===== config.mk =====
export PLATFORM = sky130hd
export DESIGN_NAME = mem_port_arbiter
export DESIGN_NICKNAME = d
export VERILOG_FILES = /design/src/rtl/mem_port_arbiter.sv
export SDC_FILE = /design/constraint.sdc
export NUM_CORES = 1
export LEC_CHECK = 0
export ABC_AREA = 1
export BUFFER_PORTS_ARGS = -buffer_cell sky130_fd_sc_hd__buf_2
export CAP_MARGIN = 25
export CORE_AREA = 2 2 105 107
export DETAILED_ROUTE_END_ITERATION = 6
export DIE_AREA = 0 0 107 109
export PLACE_DENSITY = 0.61
export SLEW_MARGIN = 20
export SYNTH_ARGS = -nofsm -noshare
export SYNTH_HDL_FRONTEND = slang
export SYNTH_SLANG_ARGS = --single-unit

===== constraint.sdc =====
create_clock -name clk -period 1.5 [get_ports clk]
set_input_delay 0.3 -clock clk [delete_from_list [all_inputs] [get_ports clk]]
set_output_delay 0.3 -clock clk [all_outputs]
set_load 0.01 [all_outputs]

===== src/rtl/mem_port_arbiter.sv =====
// Arbiter sharing one single-ported memory between instruction fetch and data load/store.
// Data has priority; a fetch that has waited through STARVE_LIMIT data grants goes first.
module mem_port_arbiter #(
    parameter int AWIDTH       = 32,
    parameter int DWIDTH       = 32,
    parameter int MEM_LATENCY  = 1,
    parameter int STARVE_LIMIT = 4
) (
    input  logic              clk,
    input  logic              reset,

    input  logic              f_req_valid,
    input  logic [AWIDTH-1:0] f_req_addr,
    output logic              f_req_ready,
    output logic              f_resp_valid,
    output logic [DWIDTH-1:0] f_resp_data,

    input  logic              d_req_valid,
    input  logic [AWIDTH-1:0] d_req_addr,
    input  logic              d_req_we,
    input  logic [1:0]        d_req_size,
    input  logic [DWIDTH-1:0] d_req_wdata,
    output logic              d_req_ready,
    output logic              d_resp_valid,
    output logic [DWIDTH-1:0] d_resp_data,

    output logic              mem_en,
    output logic [AWIDTH-1:0] mem_addr,
    output logic              mem_we,
    output logic [1:0]        mem_size,
    output logic [DWIDTH-1:0] mem_wdata,
    input  logic [DWIDTH-1:0] mem_rdata
);

    localparam int LW = $clog2(MEM_LATENCY + 1);
    localparam int SW = (STARVE_LIMIT > 0) ? $clog2(STARVE_LIMIT + 1) : 1;
    localparam logic [LW-1:0] LAT_INIT   = LW'(MEM_LATENCY);
    localparam logic [SW-1:0] STARVE_MAX = SW'(STARVE_LIMIT);

    typedef enum logic {
        IDLE = 1'b0,
        BUSY = 1'b1
    } state_t;

    state_t          r_state;
    logic            r_ownerData;
    logic            r_ownerStore;
    logic [LW-1:0]   r_latCnt;
    logic [SW-1:0]   r_starveCnt;

    logic            w_idle;
    logic            w_starved;
    logic            w_grantD;
    logic            w_grantF;
    logic            w_respPulse;

    // Grants are gated by reset so every output is quiet while reset is held.
    always_comb begin
        w_idle      = (r_state == IDLE) && reset;
        w_starved   = (r_starveCnt == STARVE_MAX);
        w_grantD    = w_idle && d_req_valid && !(f_req_valid && w_starved);
        w_grantF    = w_idle && f_req_valid && !w_grantD;
        w_respPulse = (r_state == BUSY) && (r_latCnt == LW'(1)) && reset;
    end

    always_comb begin
        f_req_ready = w_grantF;
        d_req_ready = w_grantD;
        mem_en      = w_grantD || w_grantF;
        mem_addr    = '0;
        mem_we      = 1'b0;
        mem_size    = 2'd0;
        mem_wdata   = '0;
        if (w_grantD) begin
            mem_addr  = d_req_addr;
            mem_we    = d_req_we;
            mem_size  = d_req_size;
            mem_wdata = d_req_wdata;
        end else if (w_grantF) begin
            mem_addr  = f_req_addr;
            mem_size  = 2'd2;
        end
    end

    always_comb begin
        f_resp_valid = w_respPulse && !r_ownerData;
        d_resp_valid = w_respPulse && r_ownerData;
        f_resp_data  = f_resp_valid ? mem_rdata : '0;
        d_resp_data  = (d_resp_valid && !r_ownerStore) ? mem_rdata : '0;
    end

    // Starvation count only moves on an accept: it counts data grants a waiting fetch sat through.
    always_ff @(posedge clk or negedge reset) begin
        if (!reset) begin
            r_state      <= IDLE;
            r_ownerData  <= 1'b0;
            r_ownerStore <= 1'b0;
            r_latCnt     <= '0;
            r_starveCnt  <= '0;
        end else begin
            case (r_state)
                IDLE: begin
                    if (w_grantD || w_grantF) begin
                        r_ownerData  <= w_grantD;
                        r_ownerStore <= w_grantD && d_req_we;
                        r_latCnt     <= LAT_INIT;
                        r_state      <= BUSY;
                        if (w_grantF || !f_req_valid) begin
                            r_starveCnt <= '0;
                        end else if (!w_starved) begin
                            r_starveCnt <= r_starveCnt + SW'(1);
                        end
                    end
                end
                BUSY: begin
                    r_latCnt <= r_latCnt - LW'(1);
                    if (r_latCnt == LW'(1)) begin
                        r_state <= IDLE;
                    end
                end
                default: r_state <= IDLE;
            endcase
        end
    end

endmodule

# After elaboration in Yosys (flattened, before gate mapping)
# Index checks and enable logic that the tools add are counted.
dict set report op_classes {
  addsub 2
  eq_ne 3
  n_mux 15
  bitwise_logic 1
  reduce_logical 21
}
# cell n
set op_table {}
lappend op_table {{two-way mux 32 bit} 5}
lappend op_table {{logical AND 1 bit} 12}
lappend op_table {{two-way mux 3 bit} 2}
lappend op_table {{zero test 1 bit} 5}
lappend op_table {{two-way mux 1 bit} 4}
lappend op_table {{two-way mux 2 bit} 2}
lappend op_table {{one-hot mux 1 bit (2 select lines)} 2}
lappend op_table {{adder 3 x 1 -> 3 bit, second input constant} 1}
lappend op_table {{== test 3 bit, second input constant} 1}
lappend op_table {{AND reduction 3 bit} 1}
lappend op_table {{logical OR 1 bit} 2}
lappend op_table {{!= test 2 x 1 -> 1 bit, second input constant} 1}
lappend op_table {{!= test 2 bit, second input constant} 1}
lappend op_table {{AND reduction 2 bit} 1}
lappend op_table {{NOT 1 bit} 1}
lappend op_table {{subtractor 1 bit, second input constant} 1}
dict set report totals {
  regBits 7
  in_bits 135
  out_inout_bits 136
  wordCells 47
}

# Longest topological paths before layout
dict set report logic_depth {
  word_depth 9
  ltp_mapped 9
  ltp_nobuf 8
}

# Worst setup path before layout
# Ideal clock, no wire load.
dict set report synth_timing {
  path_type {flip-flop to output port}
  startpoint {register r_starveCnt[0]}
  endpoint {output port mem_addr[27]}
  arrival_time_ns 1.286
  setup_slack_ns -0.086
  stages_incl_launch_ff 9
  cell_sequence {dfrtp_1 > inv_1 > ha_1 > nand3_1 > nor2b_1 > buf_6 > buf_12 > nand2_1 > nand2_1}
}
dict set report synth_via {
  elab_chain_cells 8
}
# item line_no
set synth_lines {}
lappend synth_lines {{from (decl)} 49} ;# logic [SW-1:0] r_starveCnt;
lappend synth_lines {{from (signal assigned)} 111} ;# r_starveCnt <= r_starveCnt + SW'(1);
lappend synth_lines {{== test 3 bit *} 60} ;# w_starved = (r_starveCnt == STARVE_MAX);
lappend synth_lines {{logical AND 1 bit *} 61} ;# w_grantD = w_idle && d_req_valid && !(f_req_valid && w_starved);
lappend synth_lines {{zero test 1 bit *} 61}
lappend synth_lines {{logical AND 1 bit *} 61}
lappend synth_lines {{via d_req_ready} 23} ;# output logic d_req_ready,
lappend synth_lines {{zero test 1 bit} 62} ;# w_grantF = w_idle && f_req_valid && !w_grantD;
lappend synth_lines {{logical AND 1 bit} 62}
lappend synth_lines {{two-way mux 32 bit} 79} ;# end else if (w_grantF) begin
lappend synth_lines {{two-way mux 32 bit *} 74} ;# if (w_grantD) begin
lappend synth_lines {{to (decl)} 28} ;# output logic [AWIDTH-1:0] mem_addr,
# The timed path passes the listed nets; every way through them passes the cells marked *.

# Final worst setup path
dict set report layout_timing {
  startpoint {register r_starveCnt[1]}
  endpoint {output port mem_addr[27]}
}
dict set report layout_via {
  elab_chain_cells 8
}
# item line_no
set layout_lines {}
lappend layout_lines {{== test 3 bit *} 60}
lappend layout_lines {{logical AND 1 bit *} 61}
lappend layout_lines {{zero test 1 bit *} 61}
lappend layout_lines {{logical AND 1 bit *} 61}
lappend layout_lines {{zero test 1 bit} 62}
lappend layout_lines {{logical AND 1 bit} 62}
lappend layout_lines {{two-way mux 32 bit} 79}
lappend layout_lines {{two-way mux 32 bit *} 74}
# Every way passes the cells marked *; elsewhere a longest branch is shown, timed or not.

==> impl_metrics.json <==
{
  "hold_viol_final": 0,
  "p_int_mw": 1.685,
  "nets": 766,
  "p_clk_frac": 0.090,
  "dp_hpwl_mm": 5.698,
  "fillers": 1119,
  "gr-total-overflow": 0,
  "dieWidth_um": 107,
  "synth.avg_cell_area_um2": 4.890,
  "synth-compound-area-share": 0.01794,
  "setup_violations": 135,
  "dr_wl_met3_um": 550,
  "ant_nets": 0,
  "antenna_found_initial": 0,
  "ys_seq_area_frac": 0.1092,
  "violations": "setup timing",
  "syn_area_um2": 1604,
  "seqPwrFrac": 0.095,
  "place_congestion": 0.7621,
  "vias": 2894,
  "cts_made_buffers": 3,
  "switchingPower_mw": 1.400,
  "fin_crit_sh": 1.272,
  "crit_family": "buffers and inverters",
  "fp.coreArea_um2": 10600,
  "worstPathMaxFanout": 10,
  "grt_pass1_wl_mm": 10.58,
  "path_cells": "inv_2 > ha_4 > nand3_4 > nor2b_4 > buf_12 > clkbuf_16 > nand2_1 > nand2_2 > buf_2",
  "routed.top_layer": "met4",
  "clockBufferDepth": 2,
  "worst_pin_slew_ns": 0.2111,
  "cp_slowest_cell": "dfrtp_1",
  "slew_headroom": 0.8588,
  "wl_per_cell_um": 10.70,
  "p_sw_frac": 0.4538,
  "clk_latency_ns": 0.24,
  "synth_warnings": 0,
  "cts_root_buf": "clkbuf_8",
  "drc": 0,
  "reg2reg_slack_ns": 0.21,
  "dieArea_um2": 11660,
  "whs_ns": 0.04194,
  "io_pins": 271,
  "diodes": 0,
  "synth_seq_cells": 7,
  "mostFrequentLayoutCells": "buf_2, inv_1, nand2_1",
  "syn_nets": 465,
  "drv_slew": 0,
  "drive_gt1_frac": 0.6783,
  "syn_inst": 328,
  "dp_slack_ns": -0.1456,
  "max-cap-violations": 0,
  "die_y_um": 109,
  "grt.total_usage": 0.1108,
  "endpoint_kind": "primary output",
  "yosys.area_share.adder": 0.01560,
  "crit_buf_inv": 4,
  "status": "complete, but fails checks",
  "row_count": 38,
  "syn_to_final_growth_pct": 161.7,
  "synth_xor_area_frac": 0,
  "critical_path_class": "reg -> out",
  "cts.sinks": 7,
  "first_global_vias": 2422,
  "finalPower_mw": 3.085,
  "pwr_density_cell_nw_per_um2": 734.9,
  "drt_iter0_drc": 131,
  "tritoncts": "built",
  "synth_top_family_by_area": "simple AND/OR/NAND/NOR gates",
  "path_clk_slew_ns": 0.04,
  "critical_path_arrival_ns": 1.61,
  "drt-vias-per-instance": 3.768,
  "p_leak_nw": 2.702,
  "grt_max_degree": 34,
  "max_freq_mhz": 524.2,
  "max_stage_delay_ns": 0.39,
  "peakVddDrop_mv": 0.2986,
  "htreeDepth": 1,
  "met2_length_mm": 4.571,
  "synth_mux_area_frac": 0,
  "final_common_cell": "buf_2",
  "wl_met1_mm": 3.009,
  "setup_slack_ns": -0.4077,
  "hold_class": "in -> async",
  "fin_skew_ns": 0.004747,
  "fin_util": 0.3959,
  "setup.worst_path.start_class": "flop",
  "worstPathRequired_ns": 1.20,
  "numPortBuffers": 270,
  "start_util": 0.1513,
  "synth_simple_gate_area_frac": 0.5663,
  "layout_min_cycle_time_ns": 1.908,
  "first_pass_iters": 4,
  "rsz0062_at_grt": "true",
  "combPwrFrac": 0.816,
  "ys_types": 21,
  "wl_mm": 8.220
}
-- per-layer routing --
layer  GRT usage  vias up
met4     0.03340        0
met2      0.2170      134
met1      0.1236     1237
met3     0.01494        8
met5           0        -
li1            -     1515
-- worst paths after layout --
kind | from | endpoint | depth (start not counted)
setup / recovery | r_starveCnt[1] | mem_addr[27] | 9
max in group asynchronous | reset | r_state | 2
min in group clk | d_req_we | r_ownerStore | 3
hold reg to reg | r_ownerData | r_ownerData | 2
setup reg to reg | r_starveCnt[1] | r_ownerData | 7
hold / removal | reset | r_starveCnt[0] | 2
-- through the flow --
stage,cells,setup TNS (ns),cell area (um^2)
finish,768,-37.58,4198
global route,768,-46.44,4198
CTS,760,-37.08,3696
detailed placement,745,-8.635,3286
global placement,745,-7.054,3286
floorplan,328,0,1693
-- cell usage after synthesis --
cell | count | area (um^2)
nand3_4 | 1 | 17.52
buf_8 | 2 | 30.03
nand2_2 | 7 | 43.79
o21ai_0 | 3 | 15.01
nor2_1 | 96 | 360.4
nor3_4 | 1 | 16.27
buf_12 | 1 | 20.02
nand3_1 | 8 | 40.04
inv_1 | 73 | 274.0
nor2b_1 | 1 | 6.260
or2_2 | 2 | 12.51
nor2_2 | 4 | 25.02
buf_2 | 3 | 15.01
nor2_4 | 1 | 11.26
inv_2 | 4 | 15.01
o22ai_1 | 1 | 6.260
nand2_1 | 100 | 375.4
ha_1 | 2 | 25.02
o211ai_1 | 1 | 7.510
buf_6 | 10 | 112.6
dfrtp_1 | 7 | 175.2
-- flip-flops by register name (all words and copies together), names as in the netlist --
name	flops
r_starveCnt	3
r_latCnt	1
r_ownerData	1
r_ownerStore	1
r_state	1
-- power groups by stage --
stage	logic (mW)	registers, mW	clock network, mW
after CTS	2.18	0.290	0.286
after detailed placement	1.80	0.292	0
after global routing	2.73	0.297	0.296
final	2.52	0.292	0.277
after floorplan	1.03	0.288	0
after global placement	1.80	0.292	0
-- kinds of logic (layout without fill, tap and decap cells) --
logic type / Yosys count / count (layout)
AOI/OAI and AO/OA: 5 / 5
and+or+nand+nor: 221 / 221
adders and majority gates: 2 / 2
DFF: 7 / 7
buffers and inverters: 93 / 393
-- layout make-up --
cell class	count	area [um^2]	area share
clock buffer	4	45.04	0.01073
sequential	7	175.2	0.04173
tap	140	175.2	0.04173
timing repair buffer	312	2156	0.5136
inverter	77	296.5	0.07064
multi-input combinational	228	1350	0.3216
-- what timing repair did --
item | 4_1_cts | 5_1_grt
pin swaps | 6 | 6
buffers inserted | 8 | 5
endpoints found under the hold margin | 3 | 0
cloned | 4 | 4
hold buffers | 1 | 0
setup endpoints to repair | 136 | 136
resized for setup | 42 | 106
Power figures use the tool's default switching activity.
